==> config.mk <==
export PLATFORM = sky130hd
export DESIGN_NAME = a19760319
export DESIGN_NICKNAME = d
export VERILOG_FILES = /design/src/rtl/a19760319_pkg.sv /design/src/rtl/a19760319_bcd_to_seg7.sv /design/src/rtl/a19760319.sv
export SDC_FILE = /design/constraint.sdc
export NUM_CORES = 1
export LEC_CHECK = 0
export CAP_MARGIN = 20
export CORE_MARGIN = 2
export CORE_UTILIZATION = 41
export DETAILED_ROUTE_END_ITERATION = 16
export MAX_ROUTING_LAYER = met4
export PLACE_DENSITY = 0.73
export SYNTH_ARGS = -nofsm -noshare
export SYNTH_HDL_FRONTEND = slang
export SYNTH_HIERARCHICAL = 1
export SYNTH_SLANG_ARGS = --single-unit
==> constraint.sdc <==
create_clock -name clk -period 1.98 [get_ports clk]
set_input_delay 0.396 -clock clk [delete_from_list [all_inputs] [get_ports clk]]
set_output_delay 0.396 -clock clk [all_outputs]
set_load 0.005 [all_outputs]
==> src/rtl/a19760319_pkg.sv <==
// Shared types and constant tables for the 1-9-7-6-0-3-1-9 digit ROM and its display path.
package a19760319_pkg;

   localparam int unsigned IDX_W = 3;
   localparam int unsigned BCD_W = 4;
   localparam int unsigned SEG_W = 7;

   typedef logic [BCD_W-1:0] bcd_t;
   typedef logic [IDX_W-1:0] idx_t;

   localparam bcd_t DIGITS [8] = '{
      4'd1, 4'd9, 4'd7, 4'd6, 4'd0, 4'd3, 4'd1, 4'd9
   };

   // Active-low {g,f,e,d,c,b,a}; codes 10..15 blank.
   localparam logic [SEG_W-1:0] SEG_LUT [16] = '{
      7'h40, 7'h79, 7'h24, 7'h30, 7'h19, 7'h12, 7'h02, 7'h78,
      7'h00, 7'h10, 7'h7F, 7'h7F, 7'h7F, 7'h7F, 7'h7F, 7'h7F
   };

   localparam logic [SEG_W-1:0] SEG_BLANK = 7'h7F;

endpackage

==> src/rtl/a19760319_bcd_to_seg7.sv <==
// Table-driven BCD to active-low seven-segment decoder.
module bcd_to_seg7
   import a19760319_pkg::*;
(
   input  bcd_t             bcd_i,
   output logic [SEG_W-1:0] seg_n_o
);

   always_comb begin
      seg_n_o = SEG_LUT[bcd_i];
   end

endmodule

==> src/rtl/a19760319.sv <==
// Digit ROM with a combinational lookup and a registered, optionally scanned, seven-segment display path.
module a19760319
   import a19760319_pkg::*;
(
   input  logic             clk,
   input  logic             rst,
   input  logic [IDX_W-1:0] in,
   output logic [BCD_W-1:0] out,
   input  logic             scan_en,
   output logic [BCD_W-1:0] out_q,
   output logic [IDX_W-1:0] idx_q,
   output logic             valid_q,
   output logic [SEG_W-1:0] seg_n
);

   idx_t             ptr_q, ptr_d;
   idx_t             src_idx;
   bcd_t             src_dig;
   logic [SEG_W-1:0] seg_d;

   // Lookup is independent of clock and reset.
   always_comb begin
      out = DIGITS[in];
   end

   // Scanning uses the held pointer first, then advances it.
   always_comb begin
      src_idx = in;
      ptr_d   = ptr_q;
      if (scan_en) begin
         src_idx = ptr_q;
         ptr_d   = ptr_q + IDX_W'(1);
      end
      src_dig = DIGITS[src_idx];
   end

   bcd_to_seg7 u_seg (
      .bcd_i   (src_dig),
      .seg_n_o (seg_d)
   );

   // Segments are decoded ahead of the register so they land with out_q.
   always_ff @(posedge clk or negedge rst) begin
      if (!rst) begin
         ptr_q   <= '0;
         idx_q   <= '0;
         out_q   <= '0;
         valid_q <= 1'b0;
         seg_n   <= SEG_BLANK;
      end else begin
         ptr_q   <= ptr_d;
         idx_q   <= src_idx;
         out_q   <= src_dig;
         valid_q <= 1'b1;
         seg_n   <= seg_d;
      end
   end

endmodule

==> results.txt, run 1 <==
- Antenna violations before repair: 0
* Cell area after layout: 1311 um2
* Violation count after the first detailed-routing iteration: 9
- Count of hold buffers inserted by post-cts repair: 0
- The worst register-to-register path begins at ptr_q[1]$_DFFE_PN0P_.
- The core region is 1982 um2.
- STA classifies the critical path startpoint as an input port.
- Commonest non-fill, non-tap cells in the layout: sky130_fd_sc_hd__buf_4, sky130_fd_sc_hd__clkdlybuf4s50_1, sky130_fd_sc_hd__dfrtp_1, sky130_fd_sc_hd__dfstp_2, sky130_fd_sc_hd__ha_1
- Storage element area: 459.2 um2
* Crit path arrival time: 2.10 ns
- Leaving out fill and tap cells, the most frequent cell in the layout is sky130_fd_sc_hd__buf_4.
- Following the worst setup path forward leads to its endpoint at seg_n[0]$_DFF_PN1_.
* Signed area change from the synthesized netlist to the final layout: 51.45%
- Before CTS, the worst setup slack after placement is -0.4715 ns.
- The number of global-route vias before repair came to 651.
- Worst Setup Path Type: in2reg
* Vias per Instance: 4.444
- GRT overflow: 0
- Number of port buffers: 24
- Final hold violation count: 0
- Number of placed I/O pins: 25
* Pin count of the biggest net entering global routing: 19
- For the worst-skew pair, the clock arrives at the later sink with an insertion delay of 0.29 ns.
- Counting the fill cells in the layout gives 150.
- Reg-to-reg critical path endpoint: seg_n[0]$_DFF_PN1_
* Nets: 128
* CTS max path bufs: 2
* Routability-driven placement congestion ratio: 0.8004
- Based on the critical path, the design can be clocked at up to 534.7 MHz.
- Register area share after synthesis: 0.5303
* Post-route setup slack: 0.1099 ns
- Measured along the y axis, the die boundary spans 49.96 um.
- Detailed-route wire length: 1.502 mm
* Row cnt: 16
- The die covers 2496 um2.
- Via count: 631
* Library cell used as clock root buffer: sky130_fd_sc_hd__clkbuf_4
- For this configuration, the core starts out at a cell density of 0.4369.
- Yosys mapped the design onto 26 distinct sky130hd cell types.
- Multi-input combinational cell area: 396.6 um2
* Pwr Density: 1325 nW/um2
* Wire length of the first global-routing pass: 2.760 mm
- Clock buffers created by TritonCTS: 3
- Clock skew on the completed layout was measured at 0.0005791 ns.
* DRC errors left: 0
* Number of warnings printed during yosys synthesis: 6
- Horiz. Die Dim: 49.96 um
* Largest fanout of any net on the critical path: 4
- After detailed routing, the average wire length per cell comes to 10.58 um.
* Power after layout: 1.737 mW
- Detailed-router iteration count before antenna repair: 4
* Outcome: finished, final reports clean
- After clock tree synthesis, the clock-pin slew on the worst setup and hold paths is 0.09 ns.
- After routing, the total negative slack on setup checks comes to 0 ns.
- The final max-slew violation count came to 0.
* Area after detailed placement: 1240 um2
- Detailed placement finished with a half-perimeter wire length of 1.172 mm.
- Share of the core filled with cells: 0.6616
- Setup violations remaining at the end of the flow were counted as 0.
- The average instance in the mapped netlist occupies 12.03 um2.
- Critical Path RT: 2.21 ns
- TritonCTS built the clock tree.
* Period minus WS final: 1.870 ns
- IR analysis of the VDD net gives a maximum drop of 0.0008073 V.
* Number of standard cells after synthesis: 72
* Period utilisation layout: 0.9445
- Final ANT Viol Nets: 0
- Total GRT Usage: 0.1510
- Cell area after synthesis: 865.8 um2
- #FFs+latches synth: 18
- Sink count of the clock tree: 18
- The number of nets in the synthesized netlist is 84.
- Of the cells placed in the final design, the portion with a size suffix greater than 1 is 0.3565.
- Across all register-to-register paths, the minimum setup slack is 0.18 ns.
- The path class of the tightest hold or removal check is in2async.
- Crit path from: scan_en
* Path depth of the worst reg2reg path: 8
- Max-cap violations: 0
- Diodes inserted: 0
- The worst setup path is captured at a flip-flop.
- CTS built an H-tree with a depth of 1.
- Summed over all cells, the static leakage comes to 0.6401 nW.
- Unrepaired setup endpoints after global routing: no
## power breakdown
group / total [mW] / internal [mW] / switching, mW
combinational: 0.899 / 0.544 / 0.354
clock: 0.218 / 0.112 / 0.106
sequential: 0.621 / 0.567 / 0.0538
## cells in the mapped netlist
| master | n | area share |
|---|---|---|
| sky130_fd_sc_hd__inv_1 | 4 | 0.017 |
| sky130_fd_sc_hd__nor3_2 | 1 | 0.012 |
| sky130_fd_sc_hd__dfrtp_1 | 11 | 0.32 |
| sky130_fd_sc_hd__or2_1 | 1 | 0.0072 |
| sky130_fd_sc_hd__ha_1 | 6 | 0.087 |
| sky130_fd_sc_hd__nor2b_4 | 2 | 0.032 |
| sky130_fd_sc_hd__buf_6 | 2 | 0.026 |
| sky130_fd_sc_hd__xnor2_1 | 1 | 0.010 |
| sky130_fd_sc_hd__mux2_4 | 2 | 0.035 |
| sky130_fd_sc_hd__nor2_1 | 5 | 0.022 |
| sky130_fd_sc_hd__a21oi_1 | 2 | 0.012 |
| sky130_fd_sc_hd__dfstp_2 | 7 | 0.21 |
| sky130_fd_sc_hd__nor2b_1 | 2 | 0.014 |
| sky130_fd_sc_hd__a21o_1 | 2 | 0.017 |
| sky130_fd_sc_hd__o21ai_0 | 6 | 0.035 |
| sky130_fd_sc_hd__xor2_1 | 1 | 0.010 |
| sky130_fd_sc_hd__conb_1 | 1 | 0.0043 |
| sky130_fd_sc_hd__mux2i_1 | 3 | 0.035 |
| sky130_fd_sc_hd__a21oi_2 | 1 | 0.010 |
| sky130_fd_sc_hd__a31oi_1 | 1 | 0.0072 |
| sky130_fd_sc_hd__nor3b_1 | 1 | 0.0087 |
| sky130_fd_sc_hd__mux2_2 | 1 | 0.013 |
| sky130_fd_sc_hd__nand2_1 | 3 | 0.013 |
| sky130_fd_sc_hd__buf_2 | 1 | 0.0058 |
| sky130_fd_sc_hd__or2b_1 | 1 | 0.0087 |
| sky130_fd_sc_hd__nand2b_1 | 4 | 0.029 |
## metrics by stage
step                      hold slack (ns)  instances
after global routing               0.4310        142
after floorplan                    0.1004         72
after global placement             0.4717        137
after detailed placement           0.4815        137
after CTS                          0.4257        141
final                              0.4176        142
## critical path: stages
cell	delay, ns
sky130_fd_sc_hd__dlygate4sd2_1	0.31
sky130_fd_sc_hd__mux2_4	0.35
sky130_fd_sc_hd__nor2b_4	0.17
sky130_fd_sc_hd__a21o_1	0.16
sky130_fd_sc_hd__inv_1	0.07
sky130_fd_sc_hd__ha_1	0.19
sky130_fd_sc_hd__or2_1	0.22
sky130_fd_sc_hd__a21oi_2	0.17
sky130_fd_sc_hd__nor2_1	0.06
## registers in the layout (all words and copies together), names as in the netlist
register	flops
seg_n	7
valid_q	1
idx_q	3
out_q	4
ptr_q	3
## cell type report
cell class / count / share of cell area
flip-flops and latches: 18 / 0.3502
multi-input cells: 47 / 0.3025
repair buffers: 42 / 0.2824
clock buffers: 4 / 0.02767
well taps: 27 / 0.02576
inverters: 4 / 0.01145
## cells by family after synthesis
logic type      count (synthesis)  share of synthesized area
xor+xnor                        2                    0.02023
buf+inv                         7                    0.04912
other cells                     1                   0.004331
fa+ha+maj                       6                    0.08670
compound gates                 12                    0.08093
mux                             6                    0.08237
flops                          18                     0.5303
simple gates                   20                     0.1460
## per-layer routing
layer,track usage,share of wire
met2,0.2489,0.51
met1,0.1790,0.43
met5,-,0
met4,0.02778,0.0060
met3,0.05455,0.045
## how the worst min path moves through the flow
stage / start / end / slack (ns) / depth (start not counted)
2_1_floorplan: rst / idx_q[0]$_DFF_PN0_ / 0.10 / 0
3_3_place_gp: ptr_q[2]$_DFFE_PN0P_ / ptr_q[2]$_DFFE_PN0P_ / 0.47 / 1
3_5_place_dp: ptr_q[2]$_DFFE_PN0P_ / ptr_q[2]$_DFFE_PN0P_ / 0.48 / 1
4_1_cts: rst / out_q[3]$_DFF_PN0_ / 0.43 / 2
5_1_grt: rst / out_q[1]$_DFF_PN0_ / 0.43 / 2
6_report: rst / out_q[1]$_DFF_PN0_ / 0.42 / 2
## what timing repair did
item,CTS,global route
resized for setup,9,9
buffers inserted,0,1
endpoints found under the setup margin,11,6
hold endpoints to repair,0,0
Note: power is estimated with default switching activity, not from simulation.
==> inputs of run 2 (changes only) <==
==> constraint.sdc (replaced) <==
create_clock -name clk -period 1.98 [get_ports clk]
set_input_delay 0.198 -clock clk [delete_from_list [all_inputs] [get_ports clk]]
set_output_delay 0.198 -clock clk [all_outputs]
set_load 0.005 [all_outputs]
==> results.txt, run 2 (same netlist as run 1, synthesis figures left out) <==
- In this run the clock root is driven by a sky130_fd_sc_hd__clkbuf_4.
- The worst register-to-register path has a depth of 7.
- IR analysis of the VDD net gives a maximum drop of 0.0007267 V.
* Initial Utilization: 0.4369
- In the layout the commonest cells are sky130_fd_sc_hd__clkdlybuf4s50_1, sky130_fd_sc_hd__buf_4, sky130_fd_sc_hd__dfrtp_1, sky130_fd_sc_hd__dfstp_2.
- Pin count of the biggest net entering global routing: 19
- Critical path launch point type: input port
- CTS max path bufs: 2
- The die is 49.96 um wide.
* Series of cell instances along the critical path: clkdlybuf4s50_1 > buf_4 > nor2b_1 > nor3b_1 > clkdlybuf4s50_1
* Row cnt: 16
* Total GRT Usage: 0.1427
- The path class of the tightest hold or removal check is in2async.
- The flow ran to the end, and the final reports show no timing, DRC or antenna violations.
* Max-cap violations: 0
- Max-slew violation total from the final report: 0
- The floorplan step defined a die boundary enclosing 2496 um2.
- The wire-length estimate of the detail-placed layout is 1.128 mm.
* Number of port buffers: 24
- Wire length of the first global-routing pass: 2.628 mm
- The worst path needs 1.853 ns of the cycle, external delays included.
- Power share of the sequential group: 0.363
* Count of hold buffers inserted by post-cts repair: 0
- Switching power of the nets: 0.4930 mW
- The register with the most flip-flops in the layout has 7 of them.
- In this design, the stage delay of the slowest critical-path cell is 0.53 ns.
- Worst Hold Slack: 0.2349 ns
* Core Region: 1982 um2
* TritonCTS clock tree: yes
- The internal portion of the total power is 1.214 mW.
- Timing would allow up to 539.6 MHz.
- Vias per Instance: 4.475
* Unrepaired setup endpoints after global routing: no
- The area growth from synthesis to layout is 48.12%.
- Largest fanout of any net on the critical path: 4
- The largest registers in the layout are seg_n (7), out_q (4).
- Leading cell type in the layout, fill and taps excluded: sky130_fd_sc_hd__clkdlybuf4s50_1
- Critical Path Sink Type: output port
- In this run the count of I/O pins placed on the die edge is 25.
- Clock buffers created by TritonCTS: 3
- CTS resizes: 0
* Vias in the first global route: 617
- Register name with the most flops: seg_n
* Detailed-router iteration count before antenna repair: 4
- Of the total power, combinational logic draws 0.513.
- The count of endpoints failing hold in the final timing report came to 0.
- The count of nets left with antenna violations once routing finished came out at 0.
- The share of total power dissipated in the clock network is 0.124.
* Number of endpoints failing setup at the final stage: 0
* Crit path arrival time: 1.66 ns
- Detailed-route wire length: 1.375 mm
- Antenna violations before repair: 0
- At the end of the flow the core is filled with cells to 0.6471.
* Sink count of the clock tree: 18
* Fraction of final layout cells sized beyond drive strength 1: 0.3158
* Diodes inserted: 0
- After the first detailed-routing iteration, the DRC count stood at 1.
- Most frequent cell on the critical path: sky130_fd_sc_hd__clkdlybuf4s50_1
- In the routed design, unresolved DRC markers number 0.
- After clock tree synthesis, the clock-pin slew on the worst setup and hold paths is 0.09 ns.
- After clock tree synthesis, the setup repair step added 0 buffers.
* H-tree depth reported by CTS: 1
- Worst-path cell with the longest stage delay: sky130_fd_sc_hd__clkdlybuf4s50_1
- Leakage power figure: 0.6027 nW
- Nets: 127
- GRT overflow: 0
* Power after layout: 1.707 mW
* Total Neg Setup Slack: 0 ns
- Flop2flop setup slack: 0.15 ns
- Worst Setup Path Type: in2out
* Critical Path RT: 1.78 ns
* Pwr Density: 1331 nW/um2
- Routability-driven placement finished with a final weighted congestion of 0.8016.
- Via count: 631
- In the final routed layout, each cell accounts on average for 9.752 um.
* Period utilisation layout: 0.9359
* Insertion delay to the later sink of the worst-skew pair: 0.28 ns
- Switch share: 0.2888
- Chip height: 49.96 um
- Worst setup skew after layout: 0.002058 ns
## run 2: cell types whose count changed in the layout (fill, tap and decap cells not counted), moves of 2 or more
cell                              previous run  this run
sky130_fd_sc_hd__nor2b_4                     4         2
sky130_fd_sc_hd__clkdlybuf4s50_1            17        23
sky130_fd_sc_hd__dlygate4sd2_1               4         0
sky130_fd_sc_hd__nor2b_1                     0         2
## run 2: critical path, delay by kind of cell
kind	cells	cell delay, ns
buf+inv	3	1.11
simple gates	2	0.35
## run 2: path summary, 6_finish.rpt
| path | startpoint | endpoint |
|---|---|---|
| min reg2reg | ptr_q[2]$_DFFE_PN0P_ | ptr_q[2]$_DFFE_PN0P_ |
| min in group clk | scan_en | idx_q[2]$_DFF_PN0_ |
| max reg2reg | ptr_q[1]$_DFFE_PN0P_ | seg_n[1]$_DFF_PN1_ |
| max in group asynchronous | rst | seg_n[2]$_DFF_PN1_ |
| min | rst | ptr_q[1]$_DFFE_PN0P_ |
| max | in[1] | out[3] |
## run 2: layout make-up
type                    instances  area, um2
fillers                       161      699.4
flip-flops and latches         18      459.2
repair buffers                 41      370.4
multi-input cells              47      367.9
clock buffers                   4      36.28
well taps                      27      33.78
inverters                       4      15.01
## run 2: layer usage
| layer | global-route usage | vias up | wire (um) |
|---|---|---|---|
| li1 | - | 317 | - |
| met4 | 0.05556 | 0 | 14 |
| met2 | 0.2267 | 19 | 677 |
| met3 | 0.04848 | 2 | 71 |
| met5 | - | - | 0 |
| met1 | 0.1663 | 293 | 611 |
## run 2: metrics by stage
step                      instances  cell area, um2  setup slack, ns
after global placement          137            1240          -0.2245
after floorplan                  72           865.8           0.2096
after global routing            141            1282          0.02465
final                           141            1282           0.1269
after detailed placement        137            1240          -0.2930
after CTS                       141            1276          0.02572
## run 2: power by group through the flow
stage | Combinational [mW] | Clock (mW) | Sequential (mW)
after detailed placement | 0.876 | 0 | 0.631
final | 0.875 | 0.212 | 0.620
after global routing | 0.979 | 0.240 | 0.637
after CTS | 0.882 | 0.225 | 0.623
after floorplan | 0.395 | 0 | 0.644
after global placement | 0.859 | 0 | 0.627
